## src/rtl/serial_add_sub_pkg.sv

```systemverilog
// Shared types and constants for the bit-serial adder/subtractor.
package serial_add_sub_pkg;

  typedef enum logic [1:0] {
    IDLE = 2'd0,
    RUN  = 2'd1,
    DONE = 2'd2
  } state_t;

  localparam logic MODE_ADD = 1'b0;
  localparam logic MODE_SUB = 1'b1;

endpackage

```

## src/rtl/full_adder_cum_subtractor.sv

```systemverilog
// Single-bit add/subtract cell: a + (b ^ mode) + cin.
module full_adder_cum_subtractor (
  input  logic a,
  input  logic b,
  input  logic cin,
  input  logic mode,
  output logic sumdiff,
  output logic cout
);

  logic bx;

  assign bx      = b ^ mode;
  assign sumdiff = a ^ bx ^ cin;
  assign cout    = (a & bx) | (a & cin) | (bx & cin);

endmodule

```

## src/rtl/serial_add_sub.sv

```systemverilog
// Bit-serial WIDTH-bit adder/subtractor: one cell, LSB first, one bit per clock.
module serial_add_sub
  import serial_add_sub_pkg::*;
#(
  parameter int WIDTH = 8
) (
  input  logic             clk,
  input  logic             rst,
  input  logic             start,
  input  logic             mode,
  input  logic [WIDTH-1:0] a,
  input  logic [WIDTH-1:0] b,
  output logic             busy,
  output logic             done,
  output logic [WIDTH-1:0] result,
  output logic             cout,
  output logic             ovf
);

  localparam int CNT_W = (WIDTH > 2) ? $clog2(WIDTH) : 1;
  localparam logic [CNT_W-1:0] LAST = CNT_W'(WIDTH - 1);

  state_t           state;
  logic [WIDTH-1:0] a_sh;
  logic [WIDTH-1:0] b_sh;
  logic             mode_q;
  logic             carry;
  logic [CNT_W-1:0] cnt;
  logic             cell_sd;
  logic             cell_co;

  full_adder_cum_subtractor u_cell (
    .a       (a_sh[0]),
    .b       (b_sh[0]),
    .cin     (carry),
    .mode    (mode_q),
    .sumdiff (cell_sd),
    .cout    (cell_co)
  );

  // The carry register doubles as the cout output once the last bit is done.
  assign cout = carry;

  always_ff @(posedge clk) begin
    if (rst) begin
      state  <= IDLE;
      a_sh   <= '0;
      b_sh   <= '0;
      mode_q <= MODE_ADD;
      carry  <= 1'b0;
      cnt    <= '0;
      result <= '0;
      ovf    <= 1'b0;
      busy   <= 1'b0;
      done   <= 1'b0;
    end else begin
      case (state)
        IDLE: begin
          done <= 1'b0;
          if (start) begin
            a_sh   <= a;
            b_sh   <= b;
            mode_q <= mode;
            carry  <= mode;
            cnt    <= '0;
            ovf    <= 1'b0;
            busy   <= 1'b1;
            state  <= RUN;
          end
        end
        RUN: begin
          a_sh   <= a_sh >> 1;
          b_sh   <= b_sh >> 1;
          result <= {cell_sd, result[WIDTH-1:1]};
          carry  <= cell_co;
          cnt    <= cnt + 1'b1;
          if (cnt == LAST) begin
            // Carry into the MSB xor carry out of the MSB flags signed overflow.
            ovf   <= carry ^ cell_co;
            done  <= 1'b1;
            state <= DONE;
          end
        end
        DONE: begin
          done  <= 1'b0;
          busy  <= 1'b0;
          state <= IDLE;
        end
        default: begin
          done  <= 1'b0;
          busy  <= 1'b0;
          state <= IDLE;
        end
      endcase
    end
  end

endmodule

```

## config.mk

```make
export PLATFORM = sky130hd
export DESIGN_NAME = serial_add_sub
export DESIGN_NICKNAME = d
export VERILOG_FILES = /design/src/rtl/serial_add_sub_pkg.sv /design/src/rtl/full_adder_cum_subtractor.sv /design/src/rtl/serial_add_sub.sv
export SDC_FILE = /design/constraint.sdc
export NUM_CORES = 1
export LEC_CHECK = 0
export ABC_AREA = 1
export BUFFER_PORTS_ARGS = -buffer_cell sky130_fd_sc_hd__buf_2
export CORE_MARGIN = 2
export CORE_UTILIZATION = 38
export DETAILED_ROUTE_END_ITERATION = 8
export HOLD_SLACK_MARGIN = 0.06
export PLACE_DENSITY = 0.62
export SLEW_MARGIN = 10
export SYNTH_ARGS = -nofsm -noshare
export SYNTH_HDL_FRONTEND = slang
export SYNTH_SLANG_ARGS = --single-unit
```

## constraint.sdc

```tcl
create_clock -name clk -period 2.2 [get_ports clk]
set_clock_uncertainty 0.15 [all_clocks]
set_input_delay 0.33 -clock clk [delete_from_list [all_inputs] [get_ports clk]]
set_output_delay 0.33 -clock clk [all_outputs]
set_load 0.02 [all_outputs]
```

==> impl_metrics.env, run 1 <==
export IMPL_required_ns=2.29
export IMPL_synth_distinct_cells=18
export IMPL_area_growth_pct=15.8
export IMPL_placementRows=23
export IMPL_crit_type="reg -> reg"
export IMPL_critPathSlowestCell="nand2_2"
export IMPL_grt_busiest_layer="met2"
export IMPL_grt_util_met3_pct=3.51
export IMPL_drc_errors=0
export IMPL_cts_root_buf="clkbuf_8"
export IMPL_dp_cells=297
export IMPL_regArea_um2=681
export IMPL_drv_cap=0
export IMPL_grt_max_degree=23
export IMPL_final_nets=277
export IMPL_period_share_pct=71.1
export IMPL_clkSinkCount=34
export IMPL_grtUsageMet1_pct=18.7
export IMPL_stdcell_count=305
export IMPL_synthCells=227
export IMPL_grt_pass1_wl_mm=5.51
export IMPL_end_kind="flop"
export IMPL_synth_yosys_warnings=0
export IMPL_cts_hold_buf=0
export IMPL_powerDensity_mw_per_mm2=812
export IMPL_cellLeakagePower_nw=0.897
export IMPL_grt_pass1_vias=1267
export IMPL_p_int_mw=1.10
export IMPL_dp_hpwl_mm=2.18
export IMPL_p_seq_share_pct=45.6
export IMPL_cts_setup_buffers=0
export IMPL_wl_per_cell_um=10.7
export IMPL_final_hold_violation_count=0
export IMPL_coreArea_mm2=0.00403
export IMPL_status="finished, final reports clean"
export IMPL_peakVddDrop_v=0.000334
export IMPL_max_freq_ghz=0.639
export IMPL_layout_setup_ws_ns=0.636
export IMPL_fp_dieH_um=69.1
export IMPL_port_buffers=31
export IMPL_clkTransAtPathRegs_ns=0.08
export IMPL_syn_avg_cell_area_um2=7.10
export IMPL_antenna_found_initial=0
export IMPL_grt_usage_pct=14.1
export IMPL_via_per_inst=4.71
export IMPL_path_cells="inv_4 > nand2_4 > nand2_2 > nand2_2 > nand2_1 > nand2_1 > nor2_1"
export IMPL_use_met2_pct=21.6
export IMPL_num_vias=1436
export IMPL_p_comb_share_pct=16.3
export IMPL_place_congestion=0.776
export IMPL_p_sw_mw=0.421
export IMPL_arrival_ns=1.65
export IMPL_diodes=0
export IMPL_slew_violations=0
export IMPL_fin_crit_ns=1.56
export IMPL_drtAntennaViolNets=0
export IMPL_synth_nets=250
export IMPL_cts_path_max_buffers=2
export IMPL_ys_seq_elements=34
export IMPL_cts_buffers_inserted=5
export IMPL_io_pins=32
export IMPL_critical_path_buf_inv_count=1
export IMPL_final_setup_viol_count=0
export IMPL_cts_tree="done"
export IMPL_final_cell_mix="nand3_1, inv_1, dfxtp_1, buf_2, nand2_1"
export IMPL_worst_pin_slew_ns=0.432
export IMPL_start_util_pct=40.0
export IMPL_pre_cts_ws_ns=0.640
export IMPL_wirelength_mm=3.27
export IMPL_layout_commonest_cell="nand3_1"
export IMPL_cp_max_fo=22
export IMPL_die_x_um=69.1
export IMPL_fillers=432
export IMPL_syn_area_mm2=0.00161
export IMPL_dieArea_mm2=0.00478
export IMPL_grt_overflow=0
export IMPL_first_iter_violations=116
export IMPL_htreeDepth=2
export IMPL_tns_ns=0
export IMPL_clock_latency_ns=0.29
export IMPL_crit_path_max_incr_delay_ns=0.35
export IMPL_rsz0062_at_grt="no"
export IMPL_critPathLaunchType="flop"
export IMPL_seq_area_frac_synth_pct=42.2
export IMPL_hold_class="in -> reg"
export IMPL_multi_input_area_um2=692
export IMPL_dr_pass1_iters=5
export IMPL_cp_top_family="simple AND/OR/NAND/NOR gates"
export IMPL_drive_gt1_share_pct=18.4
export IMPL_max_slew_margin_pct=71.2
export IMPL_sw_frac_of_total_pct=27.8
export IMPL_cts_resized=0
export IMPL_clock_power_share_pct=38.1
## synthesized netlist by cell type (all sizes together)
cell type  instances  area share (%)
nand3             47              15
ha                 2             1.6
o21ai             13             4.0
nor2              26             6.1
xnor2              1            0.54
fa                 1             1.2
buf               12             5.6
dfxtp             34              42
a21oi             20             6.2
inv               37             8.8
clkbuf             2            0.54
nand2             32             8.7
## through the flow
step / instance area (um^2) / total power, mW / hold slack [ns] / util, %
floorplan: 1610 / 0.898 / 0.279 / -
CTS: 1870 / 1.53 / 0.138 / 46.4
detailed placement: 1750 / 0.955 / 0.321 / 43.5
finish: 1870 / 1.52 / 0.138 / 46.4
global placement: 1750 / 0.954 / 0.300 / 43.5
global route: 1870 / 1.60 / 0.166 / 46.4
## power by group through the flow
stage / combinational, mW / sequential (mW) / clock, mW
2_1_floorplan: 0.176 / 0.722 / 0
3_3_place_gp: 0.248 / 0.706 / 0
3_5_place_dp: 0.249 / 0.706 / 0
4_1_cts: 0.250 / 0.693 / 0.590
5_1_grt: 0.281 / 0.700 / 0.623
6_report: 0.247 / 0.692 / 0.579
## layout make-up
| type | count | share of cell area [%] |
|---|---|---|
| multi-input cells | 142 | 37.0 |
| flip-flops and latches | 34 | 36.4 |
| repair buffers | 34 | 9.51 |
| inverters | 37 | 7.57 |
| clock buffers | 5 | 3.68 |
| well taps | 50 | 3.35 |
| clock inverters | 3 | 2.41 |
## registers in the layout, indices dropped and copies added, names as in the netlist
signal,cells
a_sh,8
b_sh,8
busy,1
cnt,3
cout,1
done,1
mode_q,1
ovf,1
result,8
state,2
## worst paths after layout
check	slack, ns	startpoint	cells after the start	to
worst max-delay path	0.64	state[1]	7	ovf
worst min-delay path	0.14	b[7]	3	b_sh[7]
worst max register to register	0.64	state[1]	7	ovf
worst min register to register	0.32	cnt[0]	1	cnt[0]
## worst reg2reg max path: stages (launching register included)
cell and delay, ns:
dfxtp_1 0.34, inv_4 0.18, nand2_4 0.19, nand2_2 0.36, nand2_2 0.09, nand2_1 0.07
nand2_1 0.04, nor2_1 0.10
## metal layers
layer,wire length [um],up-vias
met2,1460,34
met4,61,0
met3,167,7
met5,0,-
li1,-,775
met1,1570,620
## cells by family after synthesis
logic type      after synthesis  synth area share, %
simple gates                105                 29.3
fa+ha+maj                     3                 2.79
flops                        34                 42.2
buf+inv                      51                 14.9
xor+xnor                      1                0.543
compound gates               33                 10.2
No activity file was read; power rests on OpenSTA's default activity.
==> run 2, diff against run 1 <==
--- a/config.mk
+++ b/config.mk
@@ -11,7 +11,7 @@
 export CORE_UTILIZATION = 38
 export DETAILED_ROUTE_END_ITERATION = 8
 export HOLD_SLACK_MARGIN = 0.06
-export PLACE_DENSITY = 0.62
+export PLACE_DENSITY = 0.64
 export SLEW_MARGIN = 10
 export SYNTH_ARGS = -nofsm -noshare
 export SYNTH_HDL_FRONTEND = slang
==> constraint.sdc (replaced) <==
create_clock -name clk -period 1.32 [get_ports clk]
set_clock_uncertainty 0.15 [all_clocks]
set_input_delay 0.198 -clock clk [delete_from_list [all_inputs] [get_ports clk]]
set_output_delay 0.198 -clock clk [all_outputs]
set_load 0.02 [all_outputs]
==> impl_metrics.env, run 2 (synthesis gave the netlist of run 1 again) <==
export IMPL_drv_cap=0
export IMPL_required_ns=1.35
export IMPL_coreArea_mm2=0.00403
export IMPL_grt_overflow=0
export IMPL_reg_top3="a_sh (8), b_sh (8), result (8)"
export IMPL_period_share_pct=105
export IMPL_cts_root_buf="clkbuf_8"
export IMPL_rsz0062_at_grt="yes"
export IMPL_dr_pass1_iters=4
export IMPL_diodes=0
export IMPL_via_per_inst=4.68
export IMPL_violations="setup timing"
export IMPL_grt_usage_pct=14.1
export IMPL_cp_max_fo=3
export IMPL_max_slew_margin_pct=85.1
export IMPL_layout_setup_ws_ns=-0.0605
export IMPL_wirelength_mm=3.25
export IMPL_status="finished with violations"
export IMPL_critPathSlowestCell="fa_2"
export IMPL_peakVddDrop_v=0.000828
export IMPL_holdWs_ns=0.108
export IMPL_io_pins=32
export IMPL_crit_top_cell="nor2_1"
export IMPL_area_growth_pct=27.4
export IMPL_clock_latency_ns=0.28
export IMPL_dp_cells=312
export IMPL_clkSinkCount=34
export IMPL_slew_violations=0
export IMPL_fp_dieH_um=69.1
export IMPL_final_setup_viol_count=1
export IMPL_cellLeakagePower_nw=0.991
export IMPL_first_iter_violations=45
export IMPL_critPathLaunchType="flop"
export IMPL_dieArea_mm2=0.00478
export IMPL_crit_type="reg -> reg"
export IMPL_grt_pass1_vias=1312
export IMPL_die_x_um=69.1
export IMPL_drive_gt1_share_pct=26.4
export IMPL_path_cells="xnor2_2 > fa_2 > inv_1 > nand2_1 > nand2_1 > nor2_1 > nor2_1 > nor2_1"
export IMPL_grt_pass1_wl_mm=5.66
export IMPL_layout_commonest_cell="nand3_1"
export IMPL_placementRows=23
export IMPL_final_nets=295
export IMPL_fin_crit_ns=1.38
export IMPL_final_cell_mix="nand3_1, inv_1, buf_2, dfxtp_1, nand2_1"
export IMPL_num_vias=1512
export IMPL_cts_buffers_inserted=5
export IMPL_antenna_found_initial=0
export IMPL_cts_path_max_buffers=2
export IMPL_total_power_mw=2.43
export IMPL_start_util_pct=40.0
export IMPL_utilization_pct=51.0
export IMPL_wl_per_cell_um=10.1
export IMPL_drc_errors=0
export IMPL_max_freq_ghz=0.724
export IMPL_final_hold_violation_count=0
export IMPL_cp_top_family="adder cells"
export IMPL_arrival_ns=1.41
export IMPL_port_buffers=31
export IMPL_dp_hpwl_mm=2.30
export IMPL_cts_tree="done"
export IMPL_worst_pin_slew_ns=0.223
export IMPL_powerDensity_mw_per_mm2=1180
export IMPL_htreeDepth=2
export IMPL_stdcell_count=323
export IMPL_crit_path_max_incr_delay_ns=0.35
export IMPL_drtAntennaViolNets=0
export IMPL_end_kind="flop"
export IMPL_critical_path_buf_inv_count=1
export IMPL_place_congestion=0.706
export IMPL_grt_max_degree=20
export IMPL_clkTransAtPathRegs_ns=0.07
export IMPL_hold_class="in -> reg"
run 2: per-layer routing:
layer	track usage, %	routed length, um	vias to the layer above
met1	17.9	1600	679
met5	0	0	-
met3	3.80	125	4
li1	-	-	805
met4	4.14	40	0
met2	23.4	1480	24
run 2: worst reg2reg max path, delay by kind of cell, from the launching register on:
family                     cells  cell delay [ns]
xor gates and xnor gates       1             0.13
buffers and inverters          1             0.06
DFF                            1             0.33
adders and majority gates      1             0.35
and+or+nand+nor                5             0.25
run 2: path summary, 6_finish.rpt:
| kind | startpoint | endpoint | slack [ns] | depth (start not counted) |
|---|---|---|---|---|
| hold reg to reg | busy | busy | 0.32 | 2 |
| setup reg to reg | mode_q | ovf | -0.06 | 8 |
| setup / recovery | mode_q | ovf | -0.06 | 8 |
| hold / removal | a[3] | a_sh[3] | 0.11 | 5 |
run 2: timing repair:
item	CTS	global route
endpoints found under the hold margin	3	0
endpoints found under the setup margin	3	23
setup buffers	0	0
gates cloned	0	0
hold buffers	3	0
resized for setup	6	5
run 2: layout make-up:
class,instances,area (um^2)
clock inverter,1,5.00
multi-input combinational,142,709
inverter,37,145
tap,50,62.6
sequential,34,688
timing repair buffer,52,358
clock buffer,7,86.3
fill,434,1970
run 2: report_power, final:
part / leakage [nW] / internal (mW) / switching [mW]
Clock: 0.0482 / 0.420 / 0.360
Sequential: 0.282 / 1.11 / 0.0466
Combinational: 0.661 / 0.225 / 0.267
Total: 0.991 / 1.75 / 0.673
run 2: metrics by stage:
stage,setup WS (ns),TNS (ns),instance area (um^2)
2_1_floorplan,-0.0131,-0.0131,1620
3_3_place_gp,-0.0382,-0.0382,1910
3_5_place_dp,-0.0565,-0.0684,1910
4_1_cts,-0.0605,-0.0640,2040
5_1_grt,-0.163,-0.396,2050
6_report,-0.0605,-0.0605,2050
==> run 3, diff against run 2 <==
--- a/config.mk
+++ b/config.mk
@@ -9,8 +9,9 @@
 export BUFFER_PORTS_ARGS = -buffer_cell sky130_fd_sc_hd__buf_2
 export CORE_MARGIN = 2
 export CORE_UTILIZATION = 38
+export CTS_CLUSTER_SIZE = 30
 export DETAILED_ROUTE_END_ITERATION = 8
-export HOLD_SLACK_MARGIN = 0.06
+export HOLD_SLACK_MARGIN = 0.15
 export PLACE_DENSITY = 0.64
 export SLEW_MARGIN = 10
 export SYNTH_ARGS = -nofsm -noshare
==> impl_metrics.env, run 3 (synthesis gave the netlist of run 1 again) <==
export IMPL_port_buffers=31
export IMPL_reg2reg_to="ovf"
export IMPL_powerDensity_mw_per_mm2=1120
export IMPL_peakVddDrop_v=0.000831
export IMPL_hold_class="in -> reg"
export IMPL_cts_buffers_inserted=5
export IMPL_m1WireLength_mm=1.66
export IMPL_fp_dieH_um=69.1
export IMPL_critical_path_buf_inv_count=1
export IMPL_cp_startpoint="mode_q"
export IMPL_via_per_inst=4.65
export IMPL_cts_root_buf="clkbuf_8"
export IMPL_start_util_pct=40.0
export IMPL_cellLeakagePower_nw=1.05
export IMPL_die_x_um=69.1
export IMPL_dr_pass1_iters=4
export IMPL_diodes=0
export IMPL_met3WireLength_um=115
export IMPL_grt_usage_pct=14.7
export IMPL_end_kind="flop"
export IMPL_status="finished with violations"
export IMPL_final_hold_violation_count=0
export IMPL_dieArea_mm2=0.00478
export IMPL_fillers=413
export IMPL_drtAntennaViolNets=0
export IMPL_dp_hpwl_mm=2.30
export IMPL_slew_violations=0
export IMPL_area_growth_pct=36.1
export IMPL_total_power_mw=2.46
export IMPL_path_cells="xnor2_2 > fa_2 > inv_1 > nand2_1 > nand2_1 > nor2_1 > nor2_1 > nor2_1"
export IMPL_violations="setup timing"
export IMPL_arrival_ns=1.41
export IMPL_place_congestion=0.706
export IMPL_crit_top_cell="nor2_1"
export IMPL_final_cell_mix="nand3_1, inv_1, buf_2, dfxtp_1, nand2_1"
export IMPL_critPathLaunchType="flop"
export IMPL_period_share_pct=105
export IMPL_max_freq_ghz=0.724
export IMPL_holdWs_ns=0.160
export IMPL_clkSinkCount=34
export IMPL_cts_path_max_buffers=2
export IMPL_grt_pass1_vias=1373
export IMPL_highest_layer="met4"
export IMPL_cp_top_family="adder cells"
export IMPL_wl_per_cell_um=10.1
export IMPL_max_slew_margin_pct=85.1
export IMPL_layout_commonest_cell="nand3_1"
export IMPL_cts_setup_buffers=0
export IMPL_multi_input_area_um2=709
export IMPL_grt_overflow=0
export IMPL_crit_type="reg -> reg"
export IMPL_required_ns=1.35
export IMPL_drive_gt1_share_pct=25.1
export IMPL_met2_length_mm=1.59
export IMPL_holdPathStages=5
export IMPL_io_pins=32
export IMPL_grt_max_degree=20
export IMPL_ff2ff_setup_slack_ns=-0.06
export IMPL_wirelength_mm=3.41
export IMPL_cp_num_cells=8
export IMPL_fin_crit_ns=1.38
export IMPL_r2r_cells=8
export IMPL_cts_tree="done"
export IMPL_critPathSlowestCell="fa_2"
export IMPL_placementRows=23
export IMPL_antenna_found_initial=0
export IMPL_reg_top3="a_sh (8), b_sh (8), result (8)"
export IMPL_worst_pin_slew_ns=0.223
export IMPL_dp_cells=312
export IMPL_drc_errors=0
export IMPL_stdcell_count=337
export IMPL_coreArea_mm2=0.00403
export IMPL_first_iter_violations=44
export IMPL_endpoint="ovf"
export IMPL_worstReg2RegStart="mode_q"
export IMPL_placed_area_mm2=0.00191
export IMPL_regArea_um2=688
export IMPL_drv_cap=0
export IMPL_cp_max_fo=3
export IMPL_stdcell_area_mm2=0.00219
export IMPL_crit_path_max_incr_delay_ns=0.35
export IMPL_htreeDepth=2
export IMPL_num_vias=1566
export IMPL_final_nets=309
export IMPL_clock_latency_ns=0.28
export IMPL_utilization_pct=54.5
export IMPL_rsz0062_at_grt="yes"
export IMPL_layout_setup_ws_ns=-0.0611
export IMPL_clkTransAtPathRegs_ns=0.07
export IMPL_grt_pass1_wl_mm=5.89
export IMPL_final_setup_viol_count=1
-- run 3: cell count changes in the layout (fill, tap and decap cells not counted) --
cell / change
dlygate4sd3_1: +14
-- run 3: stage by stage --
stage,setup TNS [ns],worst slack (ns)
2_1_floorplan,-0.0131,-0.0131
3_3_place_gp,-0.0382,-0.0382
3_5_place_dp,-0.0684,-0.0565
4_1_cts,-0.0640,-0.0605
5_1_grt,-0.396,-0.163
6_report,-0.0611,-0.0611
-- run 3: how the worst min path moves through the flow --
stage / slack, ns / endpoint / start
final: 0.16 / a_sh[0] / a[0]
after global routing: 0.17 / a_sh[0] / a[0]
after CTS: 0.15 / a_sh[0] / a[0]
after detailed placement: 0.31 / busy / busy
after global placement: 0.31 / busy / busy
after floorplan: 0.19 / a_sh[7] / a[7]
-- run 3: cell type report --
| cell class | instances | share of cell area [%] |
|---|---|---|
| Clock buffer | 7 | 3.93 |
| Clock inverter | 1 | 0.228 |
| Inverter | 37 | 6.61 |
| Multi-Input combinational cell | 142 | 32.3 |
| Sequential cell | 34 | 31.4 |
| Tap cell | 50 | 2.85 |
| Timing Repair Buffer | 66 | 22.7 |
-- run 3: power by group --
group	internal, mW	leakage, nW	total [mW]	switching [mW]
Sequential	1.11	0.282	1.16	0.0464
Combinational	0.252	0.719	0.524	0.272
Clock	0.421	0.0482	0.783	0.362
-- run 3: worst reg2reg max path, delay by kind of cell, from the launching register on --
family                   cells  cell delay [ns]
adder cells (fa/ha/maj)      1             0.35
AND/OR/NAND/NOR              5             0.25
XOR/XNOR                     1             0.13
buffers and inverters        1             0.06
flip-flops                   1             0.33
-- run 3: what timing repair did --
item	CTS	global route
endpoints found under the hold margin	19	0
resized for setup	6	5
hold buffers	17	0
setup endpoints to repair	3	23
-- run 3: metal layers --
metal,global-route usage (%),vias up
met1,18.2,704
met5,0,-
li1,-,834
met4,4.14,0
met3,3.80,4
met2,25.0,24
